===== src/rtl/seg7_scan4.sv =====
// Four-digit common-anode seven-segment scanner for the BCD wall clock.
// Frames come from a snapshot taken on each 3->0 wrap, so time never tears.
module seg7_scan4 #(
    parameter int SCAN_DIV  = 50000,
    parameter int BLANK_CYC = 500,
    parameter int LZ_BLANK  = 1
) (
    input  logic       clk,
    input  logic       rst,
    input  logic [3:0] mu,
    input  logic [3:0] md,
    input  logic [3:0] hu,
    input  logic [3:0] hd,
    input  logic       sec_tick,
    output logic [6:0] seg,
    output logic [3:0] an,
    output logic       dp
);

    localparam int DW = (SCAN_DIV > 1) ? $clog2(SCAN_DIV) : 1;
    localparam logic [DW-1:0] DIV_LAST = DW'(SCAN_DIV - 1);
    localparam logic [DW-1:0] BLANK_V  = DW'(BLANK_CYC);

    logic [DW-1:0] div_q, div_d;
    logic [1:0]    idx_q, idx_d;
    logic          colon_q, colon_d;
    logic [3:0]    snap_q [4];
    logic [3:0]    snap_d [4];
    logic [6:0]    seg_q, seg_d;
    logic [3:0]    an_q, an_d;
    logic          dp_q, dp_d;
    logic          last;
    logic          en;
    logic [3:0]    digit;

    function automatic logic [6:0] dec(input logic [3:0] d);
        case (d)
            4'd0:    dec = 7'b1000000;
            4'd1:    dec = 7'b1111001;
            4'd2:    dec = 7'b0100100;
            4'd3:    dec = 7'b0110000;
            4'd4:    dec = 7'b0011001;
            4'd5:    dec = 7'b0010010;
            4'd6:    dec = 7'b0000010;
            4'd7:    dec = 7'b1111000;
            4'd8:    dec = 7'b0000000;
            4'd9:    dec = 7'b0010000;
            default: dec = 7'b0111111;
        endcase
    endfunction

    always_comb begin
        last    = (div_q == DIV_LAST);
        div_d   = last ? '0 : div_q + 1'b1;
        idx_d   = last ? idx_q + 2'd1 : idx_q;
        colon_d = colon_q ^ sec_tick;
        snap_d  = snap_q;
        if (last && (idx_q == 2'd3)) begin
            snap_d[0] = mu;
            snap_d[1] = md;
            snap_d[2] = hu;
            snap_d[3] = hd;
        end
        // anodes stay dark for the first BLANK_CYC cycles of each slot
        en    = (BLANK_CYC == 0) || (div_q >= BLANK_V);
        digit = snap_q[idx_q];
        an_d  = 4'b1111;
        if (en) an_d[idx_q] = 1'b0;
        seg_d = dec(digit);
        if ((LZ_BLANK != 0) && (idx_q == 2'd3) && (digit == 4'd0))
            seg_d = 7'b1111111;
        dp_d = !((idx_q == 2'd2) && colon_q && en);
    end

    always_ff @(posedge clk) begin
        if (!rst) begin
            div_q   <= '0;
            idx_q   <= '0;
            colon_q <= 1'b0;
            snap_q  <= '{default: 4'd0};
            seg_q   <= 7'b1111111;
            an_q    <= 4'b1111;
            dp_q    <= 1'b1;
        end else begin
            div_q   <= div_d;
            idx_q   <= idx_d;
            colon_q <= colon_d;
            snap_q  <= snap_d;
            seg_q   <= seg_d;
            an_q    <= an_d;
            dp_q    <= dp_d;
        end
    end

    assign seg = seg_q;
    assign an  = an_q;
    assign dp  = dp_q;

endmodule


===== config.mk =====
export PLATFORM = sky130hd
export DESIGN_NAME = seg7_scan4
export DESIGN_NICKNAME = d
export VERILOG_FILES = /design/src/rtl/seg7_scan4.sv
export SDC_FILE = /design/constraint.sdc
export NUM_CORES = 1
export LEC_CHECK = 0
export BUFFER_PORTS_ARGS = -buffer_cell sky130_fd_sc_hd__buf_4
export CORE_ASPECT_RATIO = 2
export CORE_MARGIN = 4
export CORE_UTILIZATION = 45
export CTS_BUF_LIST = sky130_fd_sc_hd__clkbuf_8
export DETAILED_ROUTE_END_ITERATION = 6
export PLACE_DENSITY = 0.76
export SLEW_MARGIN = 0
export SYNTH_ARGS = -nofsm -noshare
export SYNTH_HDL_FRONTEND = slang
export SYNTH_SLANG_ARGS = --single-unit

===== constraint.sdc =====
create_clock -name clk -period 3.4 [get_ports clk]
set_input_delay 0.68 -clock clk [delete_from_list [all_inputs] [get_ports clk]]
set_output_delay 0.68 -clock clk [all_outputs]
set_load 0.02 [all_outputs]

Yosys cells after proc, flatten, opt, wreduce, memory -nomap -nowiden
Memories as Yosys holds them, arrays and structs flattened. A register that Yosys moved wholly into a read port is not among the register bits.
Cells that the tools add are included.
- flip-flop bits (word level): 40
- bits in latches: 0
- memory bits (writable): 0
- bits in read-only memories: 112
- input port bits: 19
- logic and storage cells: 38
- memories: 1
- memory list (memory ; depth ; bits a word ; rd ports ; clocked after Yosys merged registers in ; wr ports ; line ; RTL):
    (name not given) ; 16 ; 7 ; 1 ; 1 ; 0 ; 37 ; case (d)
- $add $sub $neg: 2
- multipliers: 0
- div/mod/pow operators: 0
- order comparisons: 4
- eq/ne operators: 3
- shift operators: 0
- mux-type cells: 5
- bitwise operators: 4
- reduce and logical (&&, ||, !) cells: 10
- operators with widths (operator ; number):
    $add 16x1->16 const B ; 1
    $eq 16x16->1 const B ; 1
    $ge 16x9->1 const B ; 1
    $bmux 4 s2 ; 1
    $mux 4 ; 2
    $logic_and 1x1->1 ; 5
    $eq 2x2->1 const B ; 2
    $logic_not 4->1 ; 1
    $not 4->4 ; 1
    $reduce_or 2->1 ; 2
    $ge 3x3->1 const B ; 1
    $lt 2x3->1 const B ; 1
    $not 2->3 ; 1
    $add 2x1->2 const B ; 1
    $demux 1 s2 ; 1
    $ge 2x1->1 const B ; 1
    $reduce_and 2->1 ; 1
    $logic_not 1->1 ; 1
    $mux 1 ; 1
    $not 1->1 ; 1
    $xor 1x1->1 ; 1

Depth between registers and ports, before layout
Gate-level depths: netlist of run 1.
- depth in word-level cells: 7
- gate-level depth with buffers: 8

Worst setup path after synthesis of run 1
OpenSTA, ideal clock, no wires.
- kind: reg2reg
- start point: register idx_q[0]
- end point: register seg_q[4] (netlist: seg[4])
- library setup time: 0.062 ns
- data arrival time: 1.839 ns
- path slack: 1.500 ns
- stages on the path, launching flop included: 8
- path buffers: 1
- clock period less this slack: 1.900 ns
- cell sequence: dfxtp_1 buf_2 mux4_2 inv_1 ha_1 nand2_1 a221o_1 nand3_1
- cells in the longest elaborated chain, start to end: 7
- RTL lines (item ; line ; RTL):
    from (decl) ; 25 ; logic [1:0] idx_q, idx_d;
    from (signal assigned) ; 86 ; idx_q <= idx_d;
    $not 2->3 (not written as such) ; 66 ; digit = snap_q[idx_q];
    $bmux 4 s2 ; 66 ;
    $mux 4 (not written as such) (2 in a row) ; 66 ;
    $logic_not 4->1 ; 70 ; if ((LZ_BLANK != 0) && (idx_q == 2'd3) && (digit == 4'd0))
    $logic_and 1x1->1 ; 70 ;
    $reduce_or 2->1 (no source line) ; - ;
    to (decl) ; 29 ; logic [6:0] seg_q, seg_d;
Parallel ways exist; a longest one is shown, timed or not. The select of a mux whose other input is x is not followed.
A chain may end at the register's enable or synchronous reset.

Worst setup path in the final report of run 1
- start point: register idx_q[0]
- end point: register seg_q[0] (netlist: seg[0])
Same word-level chain as after synthesis.

==> summary by stage, run 1 <==
Outcome
The flow ran to the end, and the final reports show no timing, DRC or antenna violations.

Timing
The post-layout minimum cycle time is 2.172 ns. The accumulated negative setup slack is 0 ns. The worst path uses 63.87% of the clock period. Setup repair after global routing left no endpoint under its margin. The count of pins over their slew limit is 0. The headroom to the max-slew limit is 37.52%. For the pin with the worst max-slew slack, the measured transition is 0.9302 ns.

Setup violations remaining at the end of the flow were counted as 0. Between clock sinks in the finished design, the worst skew comes to 0.008279 ns. For this run, the top clock speed supported by timing is 460.5 MHz.

The final-report hold violation count is 0.

Synthesis
The gate count after technology mapping is 228. The number of warnings reported in the yosys synthesis log is 0. After synthesis, the share of flip-flops with an asynchronous set or reset is 0%.

The top-area cell type share of the netlist area is 44.08%. Sorting the synthesized cells by area gives the leading types as sky130_fd_sc_hd__dfxtp_1, sky130_fd_sc_hd__ha_1, sky130_fd_sc_hd__nand3_1. The combined area of all synthesized cells is 2135 sq um. The most instantiated flip-flop cell in the synthesis netlist is sky130_fd_sc_hd__dfxtp_1.

The most used standard cell by instance count after synthesis is sky130_fd_sc_hd__dfxtp_1. The sequential area share after synthesis is 44.08%. The synthesized design spends more area on one cell type than any other, namely sky130_fd_sc_hd__dfxtp_1. The number of enable flip-flop cells after synthesis is 0. The register bit count reported by yosys is 47. By count the netlist is led by sky130_fd_sc_hd__dfxtp_1, sky130_fd_sc_hd__nand3_1, sky130_fd_sc_hd__a21oi_1.

Each instance of the synthesized netlist takes up on average 9.362 sq um. The number of unique standard cell types used by synthesis is 41. The number of nets handed over by synthesis was 258.

Worst setup path
The reg-to-reg setup timing slack is 1.23 ns. The worst setup path is captured at a flop. By startpoint and endpoint, the worst setup path is classified as reg -> reg. The cell type of the slowest stage on the worst timing path is sky130_fd_sc_hd__mux4_2. For the worst setup path, the data required time is 3.63 ns.

Measured in cells, the most critical reg-to-reg path has a length of 7. The maximum fanout along the worst path is 8. The startpoint identified for the worst register-to-register timing path is idx_q[0]. The arrival time of the worst setup path is 2.40 ns. The critical path goes through mux4_2 > inv_1 > ha_1 > nand2_1 > o21bai_1 > o32ai_2 > o21ai_0. The startpoint kind of the worst setup timing path is a flop. For this run, the slowest stage of the critical path takes 0.64 ns.

The endpoint identified for the worst register-to-register timing path is seg[0].

Place
The count of port buffers added during placement is 30. Summed over all nets, the half-perimeter wirelength after detailed placement is 3024 um. Once placement finished, the instance area stood at 2359 sq um.

The congestion estimate from routability-driven global placement came to 0.8329.

Global route
The remaining global-route overflow is 0. The total routing usage reported by global routing is 15.17%. The initial antenna violation count is 0. The number of global-route vias before repair is 1661.

Entering global routing, the biggest net connects 22 pins. The global-route wire length before repair is 7307 um.

Flow run
Across the run, the number of max-cap violations was 0.

Clocking
The CTS tree is built. CTS placed an instance of sky130_fd_sc_hd__clkbuf_8 at the clock tree root. The H-tree was split into 2 levels. The maximum number of buffers from clock root to sink is 2. The number of instances resized during post-cts repair is 0.

At the later pin of the worst-skew pair, clock insertion delay measures 0.30 ns. The number of buffers inserted to repair setup after CTS is 0. The number of clock buffers inserted by TritonCTS is 5. Clock-pin slew was measured on the worst setup and hold paths at 0.09 ns. The clock net sink count is 47. The number of hold buffers added after cts is 0.

Layout
The net count reported at finish is 283. At the end of the flow the core is filled with cells to 53.93%. The number of antenna repair diodes is 0. Summing all flip-flop and latch instances after layout gives 940.9 sq um.

The layout overhead on the synthesized area is 16.18%. The proportion of layout cells with a drive suffix above 1 is 19.69%. Fill cells in the final layout number 429. The post-route cell area is 2480 sq um. The total area of multi-input combinational cells is 1079 sq um.

Routing
In the routed layout, each cell is associated on average with a via count of 5.505. The first TritonRoute pass finished after 4 iterations. The number of vias after detailed routing is 1701.

The total wire length is 4183 um. Dividing the detail-routed wire length by the instance count gives 13.54 um. The first routing iteration left 32 violations.

The detail route stage leaves a number of antenna-violating nets equal to 0. The number of remaining DRC errors is 0.

Power and ir drop
The worst voltage drop across the vdd grid is 0.2956 mV. The static leakage power is 0.9090 nW. The total power divided by cell area is 421.1 nW/um^2.

Worst hold path
The start point of the worst hold path is colon_q. The type of the worst min-delay path is reg -> reg. The worst hold path terminates at dp. The number of instances on the worst hold path is 1.

Floorplanning
The total I/O pin count is 31. The number of core rows is 35. The vertical extent of the die is 105.4 um. The effective utilization at floorplan is 46.42%.

The horizontal die dimension is 56.70 um. The die covers 5976 sq um. The floorplan step defined a core boundary enclosing 4598 sq um.
-- cells in the final DEF, fill, tap and decap left out, types with 2 or more instances in the layout --
| cell type | Yosys | final |
|---|---|---|
| sky130_fd_sc_hd__o21ai_1 | 7 | 7 |
| sky130_fd_sc_hd__and2_1 | 2 | 2 |
| sky130_fd_sc_hd__ha_1 | 11 | 11 |
| sky130_fd_sc_hd__mux4_2 | 4 | 4 |
| sky130_fd_sc_hd__and4_1 | 3 | 3 |
| sky130_fd_sc_hd__inv_1 | 10 | 10 |
| sky130_fd_sc_hd__o21ai_0 | 13 | 13 |
| sky130_fd_sc_hd__mux2i_1 | 2 | 2 |
| sky130_fd_sc_hd__a21oi_1 | 20 | 20 |
| sky130_fd_sc_hd__nand4_1 | 6 | 6 |
| sky130_fd_sc_hd__nor2_1 | 17 | 17 |
| sky130_fd_sc_hd__nand2_1 | 14 | 14 |
| sky130_fd_sc_hd__clkbuf_8 | 0 | 6 |
| sky130_fd_sc_hd__xor2_1 | 11 | 11 |
| sky130_fd_sc_hd__buf_4 | 2 | 31 |
| sky130_fd_sc_hd__dfxtp_1 | 47 | 47 |
| sky130_fd_sc_hd__nand3_1 | 24 | 24 |
| sky130_fd_sc_hd__or4_4 | 2 | 2 |
| sky130_fd_sc_hd__xnor2_1 | 3 | 3 |
-- through the flow --
step / total power [mW] / hold slack (ns) / setup WS [ns] / cells
6_report: 1.044 / 0.4360 / 1.228 / 309
3_5_place_dp: 0.6220 / 0.4174 / 1.219 / 301
3_3_place_gp: 0.6211 / 0.4104 / 1.224 / 301
5_1_grt: 1.083 / 0.4665 / 0.9740 / 309
4_1_cts: 1.055 / 0.4402 / 1.185 / 309
2_1_floorplan: 0.5957 / 0.3931 / 1.500 / 228
-- final cells by class --
class | instances | area share [%]
flip-flops and latches | 47 | 37.94
clock inverters | 2 | 1.564
repair buffers | 31 | 9.384
clock buffers | 6 | 3.330
well taps | 55 | 2.775
multi-input cells | 158 | 43.49
inverters | 10 | 1.514
-- registers in the layout, indices dropped and copies added (netlist names) --
name,flops
colon_q,1
seg,7
idx_q,2
div_q,16
dp,1
snap_q,16
an,4
-- routing by layer --
metal  vias to the layer above  routed length, um  GRT usage [%]
met3                         4                152          3.064
li1                        849                  -              -
met5                         -                  0              0
met2                        35               2368          27.48
met1                       813               1605          16.20
met4                         0                 55          7.131
-- kinds of logic (layout without fill, tap and decap cells) --
kind of cell               Yosys count  count (layout)  share of synthesized area, %
AOI/OAI and AO/OA                   47              47                         12.49
xor gates and xnor gates            14              14                         5.745
adders and majority gates           11              11                         6.448
buffers and inverters               23              49                         5.393
DFF                                 47              47                         44.08
muxes                                6               6                         5.158
and+or+nand+nor                     80              80                         20.69
-- worst max-delay path by stage --
stage             start  endpoint  slack [ns]  cells past startpoint
2_1_floorplan  idx_q[0]    seg[4]        1.50                      7
3_3_place_gp   idx_q[0]    seg[0]        1.22                      7
3_5_place_dp   idx_q[0]    seg[0]        1.22                      7
4_1_cts        idx_q[0]    seg[0]        1.19                      7
5_1_grt        idx_q[0]    seg[0]        0.97                      7
6_report       idx_q[0]    seg[0]        1.23                      7
-- report_power, final --
group,internal (mW),leakage (nW),switching (mW)
clock,0.242,0.0618,0.194
combinational,0.0236,0.465,0.0214
sequential,0.558,0.382,0.00510
total,0.824,0.909,0.221
-- worst max-delay path, delay by kind of cell, from the launching register on --
family,cells,cell delay [ns]
adder cells (fa/ha/maj),1,0.19
multiplexers,1,0.64
flip-flops,1,0.59
buffers and inverters,1,0.16
AO/OA/AOI/OAI,3,0.43
AND/OR/NAND/NOR,1,0.08
Power figures use the tool's default switching activity.
==> inputs of run 2 (changes only) <==
==> constraint.sdc (replaced) <==
create_clock -name clk -period 2 [get_ports clk]
set_input_delay 0.4 -clock clk [delete_from_list [all_inputs] [get_ports clk]]
set_output_delay 0.4 -clock clk [all_outputs]
set_load 0.02 [all_outputs]
==> run 2 against run 1 <==
  * Hold slack lost 0.11 ns
  * Combinational power grew 76%
  * Non-clock buffer count grew 16
  * Clock skew grew 0.0021 ns
  * Register-to-register slack lost 1.2 ns
  * Highest routed layer unchanged
  * Critical endpoint is now snap_q[3]
==> summary by stage, run 2 (synthesis results as in run 1) <==
Outcome
Status: finished, final reports clean (unchanged).

Timing
The share of the cycle needed by the critical path after routing is 96.71% (was 63.87%). The hold slack is 0.3223 ns (was 0.4360 ns). The final-report hold violation count is 0 (unchanged). The post-layout minimum cycle time came to 1.934 ns (was 2.172 ns). The accumulated negative setup slack was 0 ns (unchanged).

The maximum achievable frequency was 517.0 MHz (was 460.5 MHz). Setup repair after global routing missed its margin: yes (was no). The count of pins over their slew limit is 0 (unchanged). The slew at the pin closest to its max-slew limit is 0.5145 ns (was 0.9302 ns). The final setup violation count is 0 (unchanged). The headroom to the max-slew limit is 65.66% (was 37.52%). The worst clock skew on the final layout is 0.01041 ns (was 0.008279 ns).

Place
The detailed placer's ending HPWL is 3381 um (was 3024 um). The routability congestion estimate came to 0.8712 (was 0.8329). The count of port buffers added during placement is 30 (unchanged).

The cell area after placement is 2479 sq um (was 2359 sq um).

Floorplanning
The area of the core was 4598 sq um (unchanged). The vertical extent of the die is 105.4 um (unchanged). The total I/O pin count is 31 (unchanged). The horizontal die dimension came to 56.70 um (unchanged).

The overall die area is 5976 sq um (unchanged). The effective utilization at floorplan was 46.42% (unchanged). The number of core rows is 35 (unchanged).

Routing
The total wire length came to 4432 um (was 4183 um). The top routing layer in use is met4 (unchanged). The number of remaining DRC errors is 0 (unchanged). The length of routed wiring on met1 is 1610 um (was 1605 um).

The starting DRC count in detailed routing is 30 (was 32). The routed wire length on met2 is 2538 um (was 2368 um). The routed length on met3 came to 107 um (was 152 um). The per-cell via count in the routed design is 5.412 (was 5.505). The count of antenna-violating nets left after detailed routing is 0 (unchanged). The average detailed-routed wire length per instance is 13.64 um (was 13.54 um). The number of vias after detailed routing came to 1759 (was 1701). The length of the first detailed-routing pass in iterations was 4 (unchanged).

Layout
The layout overhead on the synthesized area is 20.63% (was 16.18%). The number of filler instances in the final layout is 434 (was 429). Commonest cells after routing, fill and taps aside: sky130_fd_sc_hd__buf_4, sky130_fd_sc_hd__dfxtp_1, sky130_fd_sc_hd__nand3_1, sky130_fd_sc_hd__a21oi_1, sky130_fd_sc_hd__nor2_1 (was sky130_fd_sc_hd__dfxtp_1, sky130_fd_sc_hd__buf_4, sky130_fd_sc_hd__nand3_1, sky130_fd_sc_hd__a21oi_1, sky130_fd_sc_hd__nor2_1). The register area is 942.2 sq um (was 940.9 sq um). The post-route cell area is 2575 sq um (was 2480 sq um). The number of antenna repair diodes was 0 (unchanged). The leading cell type in the layout, fill and taps excluded is sky130_fd_sc_hd__buf_4 (was sky130_fd_sc_hd__dfxtp_1).

The net count reported at finish is 299 (was 283). The total area of multi-input combinational cells was 1079 sq um (unchanged). The proportion of layout cells with a drive suffix above 1 is 24.81% (was 19.69%).

Clocking
The number of clock buffers inserted by TritonCTS is 5 (unchanged). The number of hold buffers added after cts is 0 (unchanged). The count of H-tree levels built during CTS came to 2 (unchanged).

The clock net sink count is 47 (unchanged). The clock tree root buffer cell is sky130_fd_sc_hd__clkbuf_8 (unchanged). The maximum number of buffers from clock root to sink is 2 (unchanged). The CTS tree is built (unchanged). The clock edge transition at the registers on the reported setup and hold paths was 0.10 ns (was 0.09 ns).

The clock network latency to the later pin of the worst-skew pair came to 0.31 ns (was 0.30 ns).

Worst setup path
The required time at the endpoint of the critical path is 2.18 ns (was 3.63 ns). The most common cell type on the critical path is sky130_fd_sc_hd__or4_4. The cell type of the slowest stage on the worst timing path was sky130_fd_sc_hd__or4_4 (was sky130_fd_sc_hd__mux4_2). The startpoint-to-endpoint class of the critical path is reg -> reg (unchanged).

The element type at the critical path end is a flop (unchanged). The startpoint kind of the worst setup timing path is a flop (unchanged). The cell type group with the largest total delay on the critical path is simple AND/OR/NAND/NOR gates (was multiplexers). The longest individual stage delay on the worst path is 0.58 ns (was 0.64 ns).

The buffer and inverter count on the worst path is 0 (was 1). The arrival time of the worst setup path is 2.11 ns (was 2.40 ns). The maximum fanout along the worst path is 19 (was 8).

Cell breakdown of the critical path: or4_4 > or4_4 > o21ai_0 > a21oi_1 (was mux4_2 > inv_1 > ha_1 > nand2_1 > o21bai_1 > o32ai_2 > o21ai_0).

Global route
The total routing usage reported by global routing came to 16.19% (was 15.17%). The number of global-route vias before repair is 1779 (was 1661). The remaining global-route overflow is 0 (unchanged). The global-route wire length before repair was 7755 um (was 7307 um). The initial antenna violation count is 0 (unchanged). The maximum number of pins on one net before global-route repair is 20 (was 22).

Flow run
The number of max-cap violations is 0 (unchanged).

Power and ir drop
The worst voltage drop across the vdd grid is 0.6826 mV (was 0.2956 mV). The total power divided by cell area was 637.4 nW/um^2 (was 421.1 nW/um^2). The overall power consumption is 1.641 mW (was 1.044 mW). The static leakage power is 0.9783 nW (was 0.9090 nW).

Worst hold path
The type of the worst min-delay path is in -> reg (was reg -> reg).
## run 2: report_power, final
group | switching, mW | leakage, nW | internal (mW) | total [mW]
combinational | 0.0377 | 0.547 | 0.0413 | 0.0790
sequential | 0.00901 | 0.382 | 0.949 | 0.958
clock | 0.347 | 0.0491 | 0.257 | 0.604
total | 0.394 | 0.978 | 1.25 | 1.64
## run 2: area by class of cell
type	count	share of cell area, %
clock buffers	5	2.672
clock inverters	3	1.020
inverters	10	1.458
multi-input cells	158	41.89
flip-flops and latches	47	36.59
well taps	55	2.672
repair buffers	47	13.70
## run 2: final timing paths
check / cells after the start / to / startpoint / slack (ns)
setup / recovery: 4 / snap_q[3] / div_q[12] / 0.07
hold / removal: 3 / colon_q / sec_tick / 0.32
setup reg to reg: 4 / snap_q[3] / div_q[12] / 0.07
hold reg to reg: 1 / dp / colon_q / 0.43
## run 2: worst min-delay path: cells and delay by family
| kind | cells | cell delay, ns |
|---|---|---|
| buf+inv | 1 | 0.08 |
| simple gates | 1 | 0.07 |
| xor+xnor | 1 | 0.05 |
## run 2: timing repair
action,4_1_cts,5_1_grt
resized for setup,0,2
setup buffers,0,0
setup endpoints to repair,0,3
## run 2: metal layers
layer	vias up	GRT usage (%)
met3	14	2.574
met2	33	30.88
li1	880	-
met1	832	15.73
met4	0	8.829
met5	-	0
## run 2: per-stage QoR
step	std cells	utilization, %	setup slack, ns
after floorplan	228	-	0.09960
after global placement	317	53.90	0.09896
after detailed placement	317	53.90	0.07887
after CTS	325	55.97	0.05667
after global routing	325	56.00	-0.001608
final	325	56.00	0.06575
